### config.mk
export PLATFORM = sky130hd
export DESIGN_NAME = uart_tx_buffered
export DESIGN_NICKNAME = d
export VERILOG_FILES = /design/src/rtl/uart_tx_buffered.sv
export SDC_FILE = /design/constraint.sdc
export NUM_CORES = 1
export LEC_CHECK = 0
export ABC_AREA = 1
export ABC_CLOCK_PERIOD_IN_PS = 5800
export CAP_MARGIN = 20
export CORE_UTILIZATION = 46
export DETAILED_ROUTE_END_ITERATION = 8
export PLACE_DENSITY = 0.71
export REMOVE_ABC_BUFFERS = 1
export SYNTH_ARGS = -nofsm -noshare
export SYNTH_HDL_FRONTEND = slang
export SYNTH_SLANG_ARGS = --single-unit
### constraint.sdc
create_clock -name clk_in -period 5.8 [get_ports clk_in]
set_input_delay 1.16 -clock clk_in [delete_from_list [all_inputs] [get_ports clk_in]]
set_output_delay 1.16 -clock clk_in [all_outputs]
set_load 0.01 [all_outputs]
### src/rtl/uart_tx_buffered.sv
// rtl/uart_tx_buffered.sv - FIFO-buffered UART transmitter paced by baud_tick
module uart_tx_buffered #(
    parameter int DATA_BITS  = 8,
    parameter int FIFO_DEPTH = 16,
    parameter int PARITY     = 0,
    parameter int STOP_BITS  = 1
) (
    input  logic                              clk_in,
    input  logic                              rst_in,
    input  logic                              baud_tick,
    input  logic [DATA_BITS-1:0]              data_in,
    input  logic                              data_valid_in,
    output logic                              ready_out,
    output logic                              tx,
    output logic                              tx_busy,
    output logic [$clog2(FIFO_DEPTH+1)-1:0]   fifo_count
);

    localparam int AW = $clog2(FIFO_DEPTH);
    localparam int CW = $clog2(FIFO_DEPTH + 1);
    localparam int BW = $clog2(DATA_BITS);

    typedef enum logic [2:0] {
        S_IDLE,
        S_START,
        S_DATA,
        S_PARITY,
        S_STOP
    } state_t;

    state_t                 state;
    logic [DATA_BITS-1:0]   mem [FIFO_DEPTH];
    logic [AW-1:0]          wr_ptr;
    logic [AW-1:0]          rd_ptr;
    logic [DATA_BITS-1:0]   shift;
    logic [BW-1:0]          bit_cnt;
    logic                   stop_cnt;
    logic                   parity_bit;
    logic [DATA_BITS-1:0]   head;
    logic                   push;
    logic                   pop;
    logic                   fifo_empty;
    logic                   stop_done;

    // Ready depends only on the registered count, so a same-cycle pop never frees a slot
    assign ready_out  = (fifo_count != CW'(FIFO_DEPTH));
    assign push       = data_valid_in && ready_out;
    assign fifo_empty = (fifo_count == '0);
    assign head       = mem[rd_ptr];
    assign stop_done  = (stop_cnt == 1'(STOP_BITS - 1));
    // A pop only ever happens where a new frame begins: from idle or at the end of the last stop bit
    assign pop        = baud_tick && !fifo_empty &&
                        ((state == S_IDLE) || ((state == S_STOP) && stop_done));

    // FIFO storage; contents need no reset because the pointers define validity
    always_ff @(posedge clk_in) begin
        if (push) begin
            mem[wr_ptr] <= data_in;
        end
    end

    // FIFO pointers and occupancy count
    always_ff @(posedge clk_in) begin
        if (rst_in) begin
            wr_ptr     <= '0;
            rd_ptr     <= '0;
            fifo_count <= '0;
        end else begin
            if (push) begin
                wr_ptr <= wr_ptr + AW'(1);
            end
            if (pop) begin
                rd_ptr <= rd_ptr + AW'(1);
            end
            case ({push, pop})
                2'b10:   fifo_count <= fifo_count + CW'(1);
                2'b01:   fifo_count <= fifo_count - CW'(1);
                default: fifo_count <= fifo_count;
            endcase
        end
    end

    // Frame FSM; every state change and tx update happens only on a baud tick
    always_ff @(posedge clk_in) begin
        if (rst_in) begin
            state      <= S_IDLE;
            tx         <= 1'b1;
            tx_busy    <= 1'b0;
            shift      <= '0;
            bit_cnt    <= '0;
            stop_cnt   <= 1'b0;
            parity_bit <= 1'b0;
        end else if (baud_tick) begin
            case (state)
                S_IDLE: begin
                    if (pop) begin
                        shift      <= head;
                        parity_bit <= (PARITY == 1) ? ~^head : ^head;
                        tx         <= 1'b0;
                        tx_busy    <= 1'b1;
                        state      <= S_START;
                    end
                end
                S_START: begin
                    tx      <= shift[0];
                    shift   <= shift >> 1;
                    bit_cnt <= '0;
                    state   <= S_DATA;
                end
                S_DATA: begin
                    if (bit_cnt == BW'(DATA_BITS - 1)) begin
                        if (PARITY != 0) begin
                            tx    <= parity_bit;
                            state <= S_PARITY;
                        end else begin
                            tx       <= 1'b1;
                            stop_cnt <= 1'b0;
                            state    <= S_STOP;
                        end
                    end else begin
                        tx      <= shift[0];
                        shift   <= shift >> 1;
                        bit_cnt <= bit_cnt + BW'(1);
                    end
                end
                S_PARITY: begin
                    tx       <= 1'b1;
                    stop_cnt <= 1'b0;
                    state    <= S_STOP;
                end
                S_STOP: begin
                    if (!stop_done) begin
                        stop_cnt <= stop_cnt + 1'b1;
                    end else if (pop) begin
                        // Back-to-back frame: the start bit begins on the tick ending the stop bit
                        shift      <= head;
                        parity_bit <= (PARITY == 1) ? ~^head : ^head;
                        tx         <= 1'b0;
                        state      <= S_START;
                    end else begin
                        tx_busy <= 1'b0;
                        state   <= S_IDLE;
                    end
                end
                default: begin
                    tx      <= 1'b1;
                    tx_busy <= 1'b0;
                    state   <= S_IDLE;
                end
            endcase
        end
    end

endmodule

# ---- Yosys cells after proc, flatten, opt, wreduce, memory -nomap -nowiden
# Memory sizes are Yosys's and may differ from the RTL's. A register that Yosys moved wholly into a read port is not among the register bits.
# Cells that the tools add are included.
dict set report classes {
  n_mux 27
  reduce_logical 19
  add_sub_neg 6
  bitwise 2
  n_eq_ne 13
}
# operator n
set op_table {}
lappend op_table {{8-bit case mux with 4 select lines} 1}
lappend op_table {{8-bit 2-to-1 mux} 3}
lappend op_table {{3-bit case mux with 5 select lines} 1}
lappend op_table {{3-bit 2-to-1 mux} 4}
lappend op_table {{1-bit 2-to-1 mux} 11}
lappend op_table {{2-bit inequality test, second input constant} 5}
lappend op_table {{5-bit case mux with 2 select lines} 1}
lappend op_table {{4-bit by 1-bit adder with 4-bit output, second input constant} 2}
lappend op_table {{4-bit 2-to-1 mux} 2}
lappend op_table {{4-bit AND reduction} 2}
lappend op_table {{3-bit by 2-bit equality test with 1-bit output, second input constant} 2}
lappend op_table {{3-bit equality test, second input constant} 2}
lappend op_table {{1-bit case mux with 3 select lines} 2}
lappend op_table {{3-bit case mux with 2 select lines} 1}
lappend op_table {{3-bit AND reduction} 2}
lappend op_table {{5-bit by 1-bit adder with 5-bit output, second input constant} 1}
lappend op_table {{5-bit logical NOT} 1}
lappend op_table {{5-bit inequality test, second input constant} 1}
lappend op_table {{5-bit AND reduction} 1}
lappend op_table {{5-bit by 1-bit subtractor with 5-bit output, second input constant} 1}
lappend op_table {{1-bit logical AND} 4}
lappend op_table {{1-bit case mux with 4 select lines} 1}
lappend op_table {{2-bit nonzero test} 2}
lappend op_table {{4-bit nonzero test} 1}
lappend op_table {{other kinds (12)} 13}
dict set report totals {
  n_memories 1
  out_inout_bits 8
  wordCells 77
  inputBits 12
  regBits 30
  ram_bits 128
}
# memory depth word_bits read_ports rd_clocked_by_memory_dff wr line
set memory_table {}
lappend memory_table {mem 16 8 1 1 1 32} ;# logic [DATA_BITS-1:0] mem [FIFO_DEPTH];

# ---- Logic depth before layout (Yosys ltp)
# Gate-level depths: netlist of the first run.
dict set report logic_depth {
  word_depth 7
  mapped_depth 14
  ltp_nobuf 14
}

# ---- Worst setup path before layout of the first run
# Ideal clock, no wire load.
dict set report synth_path {
  path_kind {input to register}
  startpoint {input port baud_tick}
  endpoint {register fifo_count[4]}
  required_ps 5729
  path_stages 13
  slack_ps 3080
  setup_time_ps 71
  n_path_buf 0
  arrival_time_ps 2649
  cell_sequence {inv_1 > nor2_2 > nand2_2 > inv_1 > ha_1 > xor2_1 > ha_1 > a21o_1 > nand3_1 > nand2_1 > xor2_1 > nand2_1 > a21oi_1}
}
dict set report synth_via {
  elab_chain_len 4
  word_cells_on_any_way 6
  classes_between {eq/ne (2); mux (1); reduce/logical (3)}
}
# item line
set synth_rtl {}
lappend synth_rtl {{start: declaration} 10} ;# input logic baud_tick,
lappend synth_rtl {{1-bit logical AND * (2 in a row)} 52} ;# assign pop = baud_tick && !fifo_empty &&
lappend synth_rtl {{net pop} 41} ;# logic pop;
lappend synth_rtl {{2-bit by 1-bit equality test with 1-bit output / 2-bit equality test (equally long branches)} 75} ;# case ({push, pop})
lappend synth_rtl {{5-bit case mux with 2 select lines / 2-bit nonzero test (equally long branches)} --}
lappend synth_rtl {{end signal: assignment} 76} ;# 2'b10: fifo_count <= fifo_count + CW'(1);
lappend synth_rtl {{end signal: assignment} 77} ;# 2'b01: fifo_count <= fifo_count - CW'(1);
lappend synth_rtl {{end signal: assignment} 78} ;# default: fifo_count <= fifo_count;
lappend synth_rtl {{end: declaration} 16} ;# output logic [$clog2(FIFO_DEPTH+1)-1:0] fifo_count
# The timed path passes the listed nets; every way through them passes the cells marked *.
# A chain may end at the register's enable or synchronous reset.

# ---- Final worst setup path of the first run
# Same ends and word-level chain as after synthesis.

==> results of run 1 <==
-- through the flow --
step                      cell area (um^2)  instances  power (uW)   util  hold slack [ps]
after floorplan                       6870        693        2090      -              438
after global placement                7310        899        2390  0.497              452
after detailed placement              7310        899        2430  0.497              458
after CTS                             7880        931        3510  0.536              467
after global routing                  7910        932        3720  0.538              497
final                                 7910        932        3510  0.538              464
-- cells in the mapped netlist --
| cell type | instances | share of area |
|---|---|---|
| a21o_1 | 1 | 0.0011 |
| a21oi_1 | 25 | 0.018 |
| a21oi_2 | 2 | 0.0025 |
| and2_4 | 1 | 0.0013 |
| buf_1 | 5 | 0.0027 |
| buf_2 | 9 | 0.0064 |
| buf_4 | 1 | 0.0011 |
| buf_6 | 2 | 0.0032 |
| clkbuf_1 | 13 | 0.0070 |
| clkinv_1 | 1 | 0.00054 |
| dfxtp_1 | 33 | 0.094 |
| edfxtp_1 | 128 | 0.55 |
| ha_1 | 11 | 0.020 |
| inv_1 | 88 | 0.047 |
| inv_2 | 3 | 0.0016 |
| nand2_1 | 214 | 0.11 |
| nand2_2 | 3 | 0.0027 |
| nand3_1 | 92 | 0.066 |
| nand3_2 | 1 | 0.0014 |
| nand4_1 | 3 | 0.0027 |
| nor2_1 | 50 | 0.027 |
| nor2_2 | 4 | 0.0036 |
| nor3_1 | 2 | 0.0014 |
| o211ai_1 | 2 | 0.0021 |
| o21ai_0 | 22 | 0.016 |
| o21bai_1 | 1 | 0.0011 |
| xor2_1 | 6 | 0.0075 |
-- final timing paths --
| kind | to | startpoint |
|---|---|---|
| setup reg to reg | fifo_count[4]$_SDFFE_PP0P_ | fifo_count[1]$_SDFFE_PP0P_ |
| setup / recovery | fifo_count[4]$_SDFFE_PP0P_ | baud_tick |
| hold reg to reg | shift[7]$_SDFFE_PP0P_ | shift[7]$_SDFFE_PP0P_ |
| hold / removal | shift[7]$_SDFFE_PP0P_ | shift[7]$_SDFFE_PP0P_ |
-- logic make-up (layout without fill, tap and decap cells) --
group	count (synthesis)	after routing	synth area share
fa+ha+maj	11	11	0.0196
buf+inv	122	147	0.0696
flops	161	161	0.643
xor+xnor	6	6	0.00750
simple gates	370	370	0.220
compound gates	53	53	0.0404
-- cell usage in the layout (no fill, tap or decap), drive strengths merged, types with 6 or more instances in the layout --
cell type        n
clkbuf          17
nor2            54
xor2             6
a21oi           27
o21ai           22
clkinv           9
nand3           93
clkdlybuf4s50   19
ha              11
dfxtp           33
nand2          217
edfxtp         128
inv             92
-- power by group through the flow --
stage	clock, uW	sequential [uW]	combinational [uW]
6_report	1070	1380	1060
5_1_grt	1130	1390	1200
4_1_cts	1090	1380	1040
3_5_place_dp	0	1400	1030
3_3_place_gp	0	1400	993
2_1_floorplan	0	1450	636
-- worst max-delay path: cells and delay by family --
| family | cells | cell delay [ps] |
|---|---|---|
| xor gates and xnor gates | 2 | 430 |
| AOI/OAI and AO/OA | 2 | 230 |
| buffers and inverters | 3 | 850 |
| adders and majority gates | 2 | 480 |
| and+or+nand+nor | 5 | 510 |
-- area by class of cell --
class | instances | area (um^2) | share of cell area
flip-flops and latches | 161 | 4510 | 0.570
repair buffers | 23 | 240 | 0.0304
clock buffers | 17 | 425 | 0.0538
well taps | 184 | 230 | 0.0291
multi-input cells | 440 | 2020 | 0.255
clock inverters | 15 | 144 | 0.0182
inverters | 92 | 345 | 0.0437
-- flip-flops by register name, indices dropped and copies added (netlist names), named ones only --
name	cells
wr_ptr	4
bit_cnt	3
fifo_count	5
tx	1
state	3
rd_ptr	4
shift	8
tx_busy	1
mem	128
-- metal layers --
metal  vias to the layer above  GRT usage  wire (um)
met5                         -          0          0
met2                       165      0.349       7610
met3                        36     0.0526        973
met1                      2343      0.251       6170
met4                         0      0.107        375
li1                       2393          -          -
==> metrics, run 1 <==
DP Worst Slack=2100 ps; Worst EP arrival=3660 ps; CTS Sinks=161; Setup WS post-layout=2500 ps; iteration count of the initial detailed-routing pass=5; setup TNS=0 ps; Fin Clk Skew=8.46 ps; LEAKAGE=0.00324 uW; outcome=finished clean; Max Clk Rate=303 MHz; initial antenna violation count=0; synth warn=0; routability cong.=0.874; Final setup viols=0; Clock power frac=0.306; Psw=1210 uW; Final HPWL DP=9350 um; first-pass GRT wire length=24900 um; worst vdd ir=0.000254 V; Req. time, crit path=6160 ps; worst-case reg-to-reg path depth=13; Die W=125 um; pwr dens=444 mW/mm^2; final count of hold timing violations=0; H-tree depth=4; RSZ-0062 raised after global routing=no; worst hold path class=register to register; core footprint=0.0147 mm^2; post-CTS resize count=0; CTS tree=done; filler cell count=1231; Inserted Clock Buffers=17; Sw Share=0.346; Initial Util=0.477; Iter 0 DRT Violations=420; Critical Path, Cell by Cell=clkdlybuf4s50_1, inv_1, nor2_2, nand2_2, inv_1, ha_1, xor2_1, ha_1, a21o_1, nand3_1, nand2_1, xor2_1, nand2_1, a21oi_1; Antenna Nets Post-Route=0; fin crit share=0.568; Root Driver=clkbuf_16; Row Count=44; largest net degree at the start of global routing=69; Tmin final=3300 ps; I/O pin cnt=20; Comb pwr share=0.301; worst-margin pin slew=1040 ps; worst skew pair latency=430 ps; Final nets=758; Mapped Cells=723; CTS hold repair buffers=0; syn avg cell area=9.69 um^2; DR vias=4937; clock transition at the registers of the reported paths=60 ps; port bufs=19; layout cells sized above 1=0.0655; reg-to-reg slack, setup=3250 ps; crit-path max FO=7; Routed wire per std cell=16.2 um; crit start category=input pin; DRT Wirelength=15100 um; synthesized area=0.00701 mm^2; vias in the first global route=5027; die area=0.0157 mm^2; Pins Over Slew Limit=0; Via density=5.30; Sequential Power Share=0.393; internal power=2300 uW; sequential area share after synthesis=0.643; hold path cells=2; P&R area growth vs syn=12.8%; Die H=125 um; Slowest-stage cell, CP=clkdlybuf4s50_1; DRC viols=0; Antenna diodes=0; max_cap viols=0; GR Overflow Total=0; Synth Register Bits=161; CP endpoint kind=register; clk buf depth=2; All-Layer GR Usage=0.209; kind of critical path=input pin to register; postcts setup bufs=0; Max-Slew Margin vs Limit=0.306; Synth cell types=27; Worst path max stage delay=550 ps
(Power assumes the default switching activity.)
==> run 2, diff against run 1 <==
Settings changed: ABC_CLOCK_PERIOD_IN_PS 5800 to 2900, PLACE_DENSITY 0.71 to 0.74.
Clock period 5.8 ns to 2.9 ns, I/O delays scaled along.
==> run 2 against run 1 <==
- final cell count is 2.5% higher
- non-clock buffer count is 23 higher
- combinational power is 96% higher
- sequential share of layout area is 1.1 points lower
- clock power is 100% higher
- flip-flop and latch count stayed put
- sequential power is 100% higher
- first-iteration DRC count is 14% lower
- worst setup slack worse by 1900 ps
- count of clock-buffer cells in the layout is 1 higher
- critical path type unchanged
- largest cell class unchanged
==> metrics, run 2 (synthesis results as in run 1) <==
Inserted Clock Buffers=17 (unchanged); Hold Path Sink=shift[7]$_SDFFE_PP0P_; layout cells sized above 1=0.0895 (+0.0240); iteration count of the initial detailed-routing pass=5 (unchanged); CTS Sinks=161 (unchanged); Top delay family on crit path=buffers and inverters; CTS hold repair buffers=0 (unchanged); DRC viols=0 (unchanged); RR Startpoint=fifo_count[1]$_SDFFE_PP0P_; initial antenna violation count=0 (unchanged); final count of hold timing violations=0 (unchanged); Antenna diodes=0 (unchanged); die area=0.0157 mm^2 (unchanged); clk buf depth=2 (unchanged); pwr dens=866 mW/mm^2 (+95%); first-pass GRT wire length=23100 um (-7.2%); DP Worst Slack=177 ps (-1930 ps); Iter 0 DRT Violations=360 (-14%); Die H=125 um (unchanged); Worst path max stage delay=470 ps (-80 ps); DRT Wirelength=13900 um (-7.8%); vias in the first global route=4730 (-5.9%); crit start category=input pin; CTS tree=done; worst skew pair latency=430 ps (about the same); postcts setup bufs=0 (unchanged); Critical Path, Cell by Cell=clkdlybuf4s50_1, inv_1, nor2_2, nand2_2, inv_1, ha_1, xor2_1, ha_1, a21o_1, nand3_1, nand2_1, xor2_1, nand2_1, a21oi_1; I/O pin cnt=20 (unchanged); kind of critical path=input pin to register; worst vdd ir=0.000426 V (+67%); Final HPWL DP=8800 um (-5.9%); clock transition at the registers of the reported paths=60 ps (about the same); Setup WS post-layout=597 ps (-1910 ps); routability cong.=0.785 (-10%); worst-margin pin slew=706 ps (-333 ps); Tmin final=2300 ps; R2R Path End=fifo_count[4]$_SDFFE_PP0P_; worst hold path class=register to register; Pins Over Slew Limit=0 (unchanged); Max Clk Rate=434 MHz; Slowest-stage cell, CP=clkdlybuf4s50_1; largest net degree at the start of global routing=68 (-1.4%); max_cap viols=0 (unchanged); Hold Startpoint=shift[7]$_SDFFE_PP0P_; All-Layer GR Usage=0.192 (-0.0172); Antenna Nets Post-Route=0 (unchanged); Final setup viols=0 (unchanged); crit-path max FO=7 (unchanged); Initial Util=0.477 (unchanged); Routed wire per std cell=14.6 um (-10%); Worst EP arrival=2660 ps (-1000 ps); GR Overflow Total=0 (unchanged); most frequent cells in the layout=214 x nand2_1, 128 x edfxtp_1, 92 x nand3_1, 88 x inv_1, 50 x nor2_1; post-place instance area=0.00749 mm^2 (+2.5%); CP endpoint kind=register; Top reg by flops=mem; worst-case reg-to-reg path depth=13 (unchanged); post-route cell area=0.00806 mm^2 (+1.9%); Die W=125 um (unchanged); Root Driver=clkbuf_16; RSZ-0062 raised after global routing=no; Row Count=44 (unchanged); filler cell count=1222 (-0.73%); core footprint=0.0147 mm^2 (unchanged); Req. time, crit path=3260 ps (-2900 ps); reg-to-reg slack, setup=650 ps (-2600 ps); number of flip-flops in the largest register=128 (unchanged); Via density=5.05 (-4.8%); most common cell after layout, fill and taps aside=nand2_1; hold path cells=2 (unchanged); fin crit share=0.794; total power=6980 uW (+99%); port bufs=19 (unchanged); Final nets=781 (+3.0%); Buf/Inv on CP=3 (unchanged); Max-Slew Margin vs Limit=0.529 (+0.223); Fin Clk Skew=6.83 ps (-1.63 ps); Largest regs=mem: 128 flops, shift: 8 flops, fifo_count: 5 flops; post-CTS resize count=0 (unchanged); Layout Utilization=0.548 (+0.0104); outcome=finished clean; LEAKAGE=0.00336 uW (+3.6%); setup TNS=0 ps (unchanged); H-tree depth=4 (unchanged); P&R area growth vs syn=15.0%; DR vias=4818 (-2.4%)
## run 2: worst min-delay path: cells and delay by family (launching register included)
family / cells / cell delay (ps)
AOI/OAI and AO/OA: 1 / 50
DFF: 1 / 310
and+or+nand+nor: 1 / 60
## run 2: area by class of cell
| type | count | area, um^2 | share of cell area |
|---|---|---|---|
| Clock inverter | 14 | 140 | 0.0174 |
| Inverter | 92 | 345 | 0.0429 |
| Tap cell | 184 | 230 | 0.0286 |
| Timing Repair Buffer | 46 | 393 | 0.0488 |
| Clock buffer | 18 | 429 | 0.0533 |
| Multi-Input combinational cell | 440 | 2020 | 0.250 |
| Sequential cell | 161 | 4510 | 0.559 |
## run 2: how the worst max path moves through the flow
stage / endpoint / startpoint / slack [ps] / cells past startpoint
floorplan: shift[7]$_SDFFE_PP0P_ / register / 130 / 9
global placement: fifo_count[4]$_SDFFE_PP0P_ / baud_tick / 240 / 14
detailed placement: fifo_count[4]$_SDFFE_PP0P_ / baud_tick / 180 / 14
CTS: fifo_count[4]$_SDFFE_PP0P_ / baud_tick / 610 / 14
global route: fifo_count[4]$_SDFFE_PP0P_ / baud_tick / 440 / 14
finish: fifo_count[4]$_SDFFE_PP0P_ / baud_tick / 600 / 14
## run 2: metrics by stage
| step | cells | hold WS [ps] |
|---|---|---|
| after floorplan | 693 | 438 |
| after global placement | 923 | 454 |
| after detailed placement | 923 | 456 |
| after CTS | 955 | 466 |
| after global routing | 955 | 493 |
| final | 955 | 463 |
## run 2: power by group
part           switching (uW)  leakage, uW  internal [uW]
clock network             881     0.000274           1260
logic                    1390      0.00166            692
registers                 101      0.00143           2650
## run 2: routing by layer
metal / wire length, um / track usage
met1: 6160 / 0.238
met4: 391 / 0.0854
met2: 6840 / 0.321
met5: 0 / 0
met3: 556 / 0.0432
